**src/rtl/scalar_fpdivsqrt_arbiter.sv**
```systemverilog
// Shares one scalar_fpdivsqrt unit between NUM_REQ requesters.
// Round-robin start arbitration, one operation in flight, and a
// one-entry response buffer so the divider can start the next
// operation before the previous result has been consumed.
module scalar_fpdivsqrt_arbiter #(
  parameter int NUM_REQ = 4,
  parameter int TAG_W   = 5
) (
  input  logic                     clk,
  input  logic                     rst_n,
  input  logic                     flush_i,
  input  logic [NUM_REQ-1:0]       req_valid_i,
  output logic [NUM_REQ-1:0]       req_ready_o,
  input  logic [NUM_REQ*3-1:0]     req_fp_format_i,
  input  logic [NUM_REQ-1:0]       req_is_fdiv_i,
  input  logic [NUM_REQ*64-1:0]    req_opa_i,
  input  logic [NUM_REQ*64-1:0]    req_opb_i,
  input  logic [NUM_REQ*3-1:0]     req_rm_i,
  input  logic [NUM_REQ*TAG_W-1:0] req_tag_i,
  output logic                     div_start_valid_o,
  input  logic                     div_start_ready_i,
  output logic [2:0]               div_fp_format_o,
  output logic                     div_is_fdiv_o,
  output logic [63:0]              div_opa_o,
  output logic [63:0]              div_opb_o,
  output logic [2:0]               div_rm_o,
  output logic                     div_flush_o,
  input  logic                     div_finish_valid_i,
  output logic                     div_finish_ready_o,
  input  logic [63:0]              div_res_i,
  input  logic [4:0]               div_fflags_i,
  output logic [NUM_REQ-1:0]       resp_valid_o,
  input  logic [NUM_REQ-1:0]       resp_ready_i,
  output logic [63:0]              resp_res_o,
  output logic [4:0]               resp_fflags_o,
  output logic [TAG_W-1:0]         resp_tag_o
);

  localparam int PTR_W = $clog2(NUM_REQ);

  typedef enum logic {IDLE, BUSY} state_t;

  state_t             state_reg, state_next;
  logic [PTR_W-1:0]   rr_ptr_reg, rr_ptr_next;
  logic [PTR_W-1:0]   owner_reg;
  logic [TAG_W-1:0]   tag_reg;
  logic [PTR_W-1:0]   grant_idx;
  logic               any_valid;
  logic               start_fire;
  logic               finish_fire;
  logic               resp_pop;

  logic               resp_full_reg;
  logic [PTR_W-1:0]   resp_owner_reg;
  logic [63:0]        resp_res_reg;
  logic [4:0]         resp_fflags_reg;
  logic [TAG_W-1:0]   resp_tag_reg;

  logic [2:0]         fmt_arr [NUM_REQ];
  logic               is_fdiv_arr [NUM_REQ];
  logic [63:0]        opa_arr [NUM_REQ];
  logic [63:0]        opb_arr [NUM_REQ];
  logic [2:0]         rm_arr [NUM_REQ];
  logic [TAG_W-1:0]   tag_arr [NUM_REQ];

  // Index `off` steps above `base`, wrapping at NUM_REQ (not necessarily a power of two).
  function automatic logic [PTR_W-1:0] wrap_add(input logic [PTR_W-1:0] base, input int off);
    int sum;
    sum = int'(base) + off;
    if (sum >= NUM_REQ) sum = sum - NUM_REQ;
    return PTR_W'(sum);
  endfunction

  genvar gi;
  generate
    for (gi = 0; gi < NUM_REQ; gi++) begin : g_unpack
      assign fmt_arr[gi]     = req_fp_format_i[gi*3 +: 3];
      assign is_fdiv_arr[gi] = req_is_fdiv_i[gi];
      assign opa_arr[gi]     = req_opa_i[gi*64 +: 64];
      assign opb_arr[gi]     = req_opb_i[gi*64 +: 64];
      assign rm_arr[gi]      = req_rm_i[gi*3 +: 3];
      assign tag_arr[gi]     = req_tag_i[gi*TAG_W +: TAG_W];
    end
  endgenerate

  // Round-robin search: walk offsets from the far end down so the closest valid requester wins.
  always_comb begin
    grant_idx = '0;
    any_valid = 1'b0;
    for (int i = NUM_REQ - 1; i >= 0; i--) begin
      if (req_valid_i[wrap_add(rr_ptr_reg, i)]) begin
        grant_idx = wrap_add(rr_ptr_reg, i);
        any_valid = 1'b1;
      end
    end
  end

  // The winner's operands go to the divider unchanged, same cycle.
  assign div_fp_format_o = fmt_arr[grant_idx];
  assign div_is_fdiv_o   = is_fdiv_arr[grant_idx];
  assign div_opa_o       = opa_arr[grant_idx];
  assign div_opb_o       = opb_arr[grant_idx];
  assign div_rm_o        = rm_arr[grant_idx];
  assign div_flush_o     = flush_i;

  assign resp_pop           = resp_full_reg & resp_ready_i[resp_owner_reg];
  assign div_finish_ready_o = ~resp_full_reg | resp_pop;
  assign finish_fire        = (state_reg == BUSY) & div_finish_valid_i & div_finish_ready_o & ~flush_i;

  // Issue FSM next state and start handshake; flush overrides everything.
  always_comb begin
    state_next        = state_reg;
    rr_ptr_next       = rr_ptr_reg;
    div_start_valid_o = 1'b0;
    req_ready_o       = '0;
    start_fire        = 1'b0;
    case (state_reg)
      IDLE: begin
        div_start_valid_o = any_valid & ~flush_i;
        if (any_valid) req_ready_o[grant_idx] = div_start_ready_i & ~flush_i;
        start_fire = any_valid & ~flush_i & div_start_ready_i;
        if (start_fire) begin
          state_next  = BUSY;
          rr_ptr_next = wrap_add(grant_idx, 1);
        end
      end
      BUSY: begin
        if (finish_fire) state_next = IDLE;
      end
      default: state_next = IDLE;
    endcase
    if (flush_i) state_next = IDLE;
  end

  // FSM state, fairness pointer and the owner/tag of the operation in flight.
  always_ff @(posedge clk or negedge rst_n) begin
    if (!rst_n) begin
      state_reg  <= IDLE;
      rr_ptr_reg <= '0;
      owner_reg  <= '0;
      tag_reg    <= '0;
    end else begin
      state_reg  <= state_next;
      rr_ptr_reg <= rr_ptr_next;
      if (start_fire) begin
        owner_reg <= grant_idx;
        tag_reg   <= tag_arr[grant_idx];
      end
    end
  end

  // One-entry response buffer; a load wins over a simultaneous pop, flush wins over both.
  always_ff @(posedge clk or negedge rst_n) begin
    if (!rst_n) begin
      resp_full_reg   <= 1'b0;
      resp_owner_reg  <= '0;
      resp_res_reg    <= '0;
      resp_fflags_reg <= '0;
      resp_tag_reg    <= '0;
    end else if (flush_i) begin
      resp_full_reg <= 1'b0;
    end else if (finish_fire) begin
      resp_full_reg   <= 1'b1;
      resp_owner_reg  <= owner_reg;
      resp_res_reg    <= div_res_i;
      resp_fflags_reg <= div_fflags_i;
      resp_tag_reg    <= tag_reg;
    end else if (resp_pop) begin
      resp_full_reg <= 1'b0;
    end
  end

  // Response valid is one-hot on the buffered owner.
  always_comb begin
    resp_valid_o = '0;
    if (resp_full_reg) resp_valid_o[resp_owner_reg] = 1'b1;
  end

  assign resp_res_o    = resp_res_reg;
  assign resp_fflags_o = resp_fflags_reg;
  assign resp_tag_o    = resp_tag_reg;

endmodule

```
**config.mk**
```make
export PLATFORM = sky130hd
export DESIGN_NAME = scalar_fpdivsqrt_arbiter
export DESIGN_NICKNAME = d
export VERILOG_FILES = /design/src/rtl/scalar_fpdivsqrt_arbiter.sv
export SDC_FILE = /design/constraint.sdc
export NUM_CORES = 1
export LEC_CHECK = 0
export BUFFER_PORTS_ARGS = -buffer_cell sky130_fd_sc_hd__buf_2
export CAP_MARGIN = 15
export CORE_AREA = 2 2 331 333
export CTS_BUF_LIST = sky130_fd_sc_hd__clkbuf_8
export CTS_CLUSTER_DIAMETER = 80
export DETAILED_ROUTE_END_ITERATION = 10
export DIE_AREA = 0 0 333 335
export SLEW_MARGIN = 20
export SYNTH_ARGS = -nofsm -noshare
export SYNTH_HDL_FRONTEND = slang
export SYNTH_SLANG_ARGS = --single-unit
```
**constraint.sdc**
```tcl
create_clock -name clk -period 2.4 [get_ports clk]
set_input_delay 0.12 -clock clk [delete_from_list [all_inputs] [get_ports clk]]
set_output_delay 0.12 -clock clk [all_outputs]
set_load 0.05 [all_outputs]
```
==> metrics.txt <==
# TYPE chip_impl_metric gauge
chip_impl_info{name="run_status",value="complete, but fails checks"} 1
chip_impl_info{name="failed_checks",value="setup timing"} 1
chip_impl_metric{name="clk_pin_slew_worst_paths",unit="ns"} 0.10
chip_impl_metric{name="drt_first_iter_violations",unit=""} 823
chip_impl_metric{name="layout_min_cycle_time",unit="ns"} 2.85
chip_impl_info{name="rsz0062_at_grt",value="true"} 1
chip_impl_metric{name="final_nets",unit=""} 2799
chip_impl_metric{name="fin_skew",unit="ns"} 0.0139
chip_impl_metric{name="seqCellArea",unit="um2"} 2180
chip_impl_metric{name="die-height",unit="um"} 335
chip_impl_metric{name="largest_net_degree_at_the_start_of_global_routing",unit=""} 93
chip_impl_metric{name="finalWirelength",unit="um"} 83100
chip_impl_metric{name="cts_buffers",unit=""} 9
chip_impl_metric{name="coreArea",unit="um2"} 108000
chip_impl_metric{name="floorplan.io_pins",unit=""} 862
chip_impl_metric{name="grt_pass1_wl",unit="um"} 106000
chip_impl_info{name="synth.cells.most_frequent",value="sky130_fd_sc_hd__nand2_1 (549), sky130_fd_sc_hd__and3_1 (136), sky130_fd_sc_hd__a31oi_1 (135), sky130_fd_sc_hd__dfrtp_1 (87), sky130_fd_sc_hd__mux2_2 (76)"} 1
chip_impl_info{name="synth.most_common_cell",value="sky130_fd_sc_hd__nand2_1"} 1
chip_impl_metric{name="worst_slack",unit="ns"} -0.450
chip_impl_metric{name="port-buffer-count",unit=""} 861
chip_impl_info{name="path_class",value="reg -> out"} 1
chip_impl_metric{name="netlist_instances",unit=""} 1151
chip_impl_metric{name="power",unit="mW"} 23.6
chip_impl_metric{name="fin_worst_hold_slack",unit="ns"} 0.0825
chip_impl_metric{name="slew-limit-headroom",unit="%"} 44.8
chip_impl_metric{name="syn2layout_area_growth",unit="%"} 165
chip_impl_info{name="clock_root_buffer",value="sky130_fd_sc_hd__clkbuf_8"} 1
chip_impl_metric{name="ys_seq_elements",unit=""} 87
chip_impl_info{name="synth.area.top_cells",value="sky130_fd_sc_hd__dfrtp_1 (28%), sky130_fd_sc_hd__nand2_1 (27%), sky130_fd_sc_hd__mux2_2 (11%)"} 1
chip_impl_metric{name="final_cells",unit=""} 3605
chip_impl_metric{name="postSynth.asyncResetShare",unit="%"} 100
chip_impl_info{name="min-delay-path-class",value="in -> reg"} 1
chip_impl_metric{name="drt_drc_violations_left",unit=""} 0
chip_impl_metric{name="met2WireLength",unit="um"} 39100
chip_impl_metric{name="initial_antenna_violation_count",unit=""} 41
chip_impl_metric{name="worst_path_arrival_time",unit="ns"} 2.73
chip_impl_metric{name="clock_path_buffers",unit=""} 2
chip_impl_info{name="area_leader_netlist",value="sky130_fd_sc_hd__dfrtp_1"} 1
chip_impl_metric{name="critPathMaxFanout",unit=""} 92
chip_impl_metric{name="largest_reg_flops",unit=""} 64
chip_impl_metric{name="leakage",unit="nW"} 9.44
chip_impl_metric{name="worst-r2r-setup-slack",unit="ns"} -0.05
chip_impl_info{name="origin_of_the_critical_flop_to_flop_path",value="rr_ptr_reg[1]$_DFFE_PN0P_"} 1
chip_impl_metric{name="slew_viol_final",unit=""} 0
chip_impl_metric{name="post_synth_num_cell_types",unit=""} 34
chip_impl_metric{name="initial_core_utilization",unit="%"} 7.17
chip_impl_metric{name="drtPass1Iterations",unit=""} 5
chip_impl_metric{name="number_of_global_route_vias_before_repair",unit=""} 13300
chip_impl_info{name="r2r-end",value="tag_reg[4]$_DFFE_PN0P_"} 1
chip_impl_metric{name="die-area",unit="um2"} 112000
chip_impl_metric{name="critical_path_required",unit="ns"} 2.28
chip_impl_metric{name="synth.cell_area",unit="um2"} 7750
chip_impl_info{name="synth_ff_type",value="sky130_fd_sc_hd__dfrtp_1"} 1
chip_impl_metric{name="finalHoldViolations",unit=""} 0
chip_impl_metric{name="syn-mean-instance-area",unit="um2"} 6.74
chip_impl_metric{name="final_design_area_no_fill",unit="um2"} 20600
chip_impl_metric{name="num-fill-cells",unit=""} 12000
chip_impl_metric{name="avgRoutedWirePerCell",unit="um"} 23.1
chip_impl_info{name="dr.max_layer_used",value="met5"} 1
chip_impl_metric{name="synth-seq-area-share",unit="%"} 28.1
chip_impl_metric{name="place_inst",unit=""} 3411
chip_impl_info{name="cts_tree",value="done"} 1
chip_impl_metric{name="dp_hpwl",unit="um"} 62400
chip_impl_metric{name="wirelength_met1",unit="um"} 33400
chip_impl_metric{name="vdd_drop_max",unit="V"} 0.000637
chip_impl_metric{name="globalRouteTotalUtil",unit="%"} 13.6
chip_impl_metric{name="layout-drive-gt1-share",unit="%"} 65.6
chip_impl_metric{name="htree_num_levels",unit=""} 3
chip_impl_metric{name="synth_fp_nets",unit=""} 1793
chip_impl_metric{name="worst-r2r-cell-count",unit=""} 10
chip_impl_metric{name="yosysTopAreaCellShare",unit="%"} 28.1
chip_impl_metric{name="synth.yosys.warnings",unit=""} 0
chip_impl_metric{name="die-width",unit="um"} 333
chip_impl_metric{name="met3_wirelength",unit="um"} 7900
chip_impl_metric{name="multiInputGateArea",unit="um2"} 7380
chip_impl_metric{name="placementRows",unit=""} 121
chip_impl_metric{name="maxClockFrequency",unit="GHz"} 0.351
chip_impl_info{name="crit_path_end",value="div_opb_o[23]"} 1
chip_impl_metric{name="synth-edff-count",unit=""} 0
chip_impl_metric{name="global_route.overflow_total",unit=""} 0
chip_impl_metric{name="setup_violations",unit=""} 137
chip_impl_info{name="startpoint",value="rr_ptr_reg[1]$_DFFE_PN0P_"} 1
chip_impl_metric{name="route.detailed.vias_per_inst",unit=""} 3.67
chip_impl_metric{name="maxCapViolations",unit=""} 0
chip_impl_metric{name="postPlaceCellArea",unit="um2"} 16000
chip_impl_info{name="setup.worst_path.start_class",value="register"} 1
chip_impl_metric{name="vias",unit=""} 13200
chip_impl_metric{name="power_density",unit="nW/um2"} 1140
chip_impl_metric{name="tightest_slew",unit="ns"} 0.828
chip_impl_metric{name="clk_sinks",unit=""} 87
chip_impl_metric{name="insertion_delay",unit="ns"} 0.40
chip_impl_metric{name="antenna_left",unit=""} 0
chip_impl_info{name="cp-end-kind",value="output pin"} 1
chip_impl_metric{name="place.gp.congestion",unit=""} 0.962
chip_impl_metric{name="final_min_period_over_clock_period",unit="%"} 119
## placed cells by master, fill, tap and decap left out, types with 2 or more instances in the layout
cell type and count:
sky130_fd_sc_hd__a2111oi_0 5, sky130_fd_sc_hd__a2111oi_1 3, sky130_fd_sc_hd__a21oi_1 2, sky130_fd_sc_hd__a31oi_1 2
sky130_fd_sc_hd__a31oi_2 53, sky130_fd_sc_hd__a31oi_4 80, sky130_fd_sc_hd__and2_1 10, sky130_fd_sc_hd__and3_1 55
sky130_fd_sc_hd__and3_2 3, sky130_fd_sc_hd__and3_4 78, sky130_fd_sc_hd__buf_12 90, sky130_fd_sc_hd__buf_16 22
sky130_fd_sc_hd__buf_2 721, sky130_fd_sc_hd__buf_4 65, sky130_fd_sc_hd__buf_6 92, sky130_fd_sc_hd__buf_8 23
sky130_fd_sc_hd__bufbuf_16 3, sky130_fd_sc_hd__clkbuf_16 10, sky130_fd_sc_hd__clkbuf_8 9, sky130_fd_sc_hd__dfrtp_1 86
sky130_fd_sc_hd__diode_2 29, sky130_fd_sc_hd__dlygate4sd3_1 73, sky130_fd_sc_hd__inv_1 2, sky130_fd_sc_hd__inv_6 3
sky130_fd_sc_hd__inv_8 2, sky130_fd_sc_hd__mux2_2 76, sky130_fd_sc_hd__nand2_1 479, sky130_fd_sc_hd__nand2_2 45
sky130_fd_sc_hd__nand2_4 25, sky130_fd_sc_hd__nor2_1 10, sky130_fd_sc_hd__nor3_1 6, sky130_fd_sc_hd__nor3_4 2
sky130_fd_sc_hd__o21ai_0 2
## per-stage QoR
stage | utilization, % | worst slack (ns) | setup TNS, ns
finish | 19.0 | -0.450 | -40.39
global route | 19.0 | -0.473 | -51.87
CTS | 18.0 | -0.401 | -40.38
detailed placement | 14.8 | -0.238 | -1.60
global placement | 14.8 | -0.238 | -1.43
floorplan | - | -0.171 | -0.342
## where the power goes
group | switching (mW) | internal [mW] | leakage (nW)
logic | 12.0 | 8.20 | 8.29
clock network | 0.648 | 0.505 | 0.109
registers | 0.262 | 1.91 | 1.04
total | 12.9 | 10.6 | 9.44
## how the worst min path moves through the flow
stage                     cells after the start    startpoint                          to
after floorplan                               0         rst_n    owner_reg[0]$_DFFE_PN0P_
after global placement                        1         rst_n  resp_res_o[39]$_DFFE_PN0P_
after detailed placement                      1         rst_n  resp_res_o[53]$_DFFE_PN0P_
after CTS                                     3  req_tag_i[1]      tag_reg[1]$_DFFE_PN0P_
after global routing                          3  req_tag_i[0]      tag_reg[0]$_DFFE_PN0P_
final                                         3  req_tag_i[1]      tag_reg[1]$_DFFE_PN0P_
## per-layer routing
layer,up-vias,track usage (%)
met3,129,4.94
met5,-,0
li1,5995,-
met2,698,22.8
met1,6399,16.1
met4,14,4.48
## worst max-delay path, stage by stage, from the launching register on
cell	delay (ns)
sky130_fd_sc_hd__dfrtp_2	0.45
sky130_fd_sc_hd__buf_4	0.17
sky130_fd_sc_hd__a21o_1	0.17
sky130_fd_sc_hd__a21oi_2	0.22
sky130_fd_sc_hd__o22ai_4	0.12
sky130_fd_sc_hd__buf_12	0.20
sky130_fd_sc_hd__and3_4	0.33
sky130_fd_sc_hd__a31oi_4	0.26
sky130_fd_sc_hd__buf_12	0.18
## cell families after synthesis
family	synth area share, %
xor gates and xnor gates	0.113
muxes	11.5
buffers and inverters	6.95
and+or+nand+nor	40.1
AOI/OAI and AO/OA	13.2
DFF	28.1
## final cells by class
cell class              count  share of cell area, %
clock inverters             7                  0.407
clock buffers               9                  0.602
flip-flops and latches     87                   10.6
diodes                     29                  0.353
multi-input cells         958                   35.9
inverters                   2                 0.0365
well taps                1414                   8.60
repair buffers           1099                   43.6
## what timing repair did
action                                 CTS  global route
endpoints found under the hold margin  128             0
setup endpoints to repair              138           143
pin swaps                               41            51
hold buffers                            73             0
gates resized for setup                362           172
buffers inserted                        44             7
gates cloned                            19            12
Note: power is estimated with default switching activity, not from simulation.
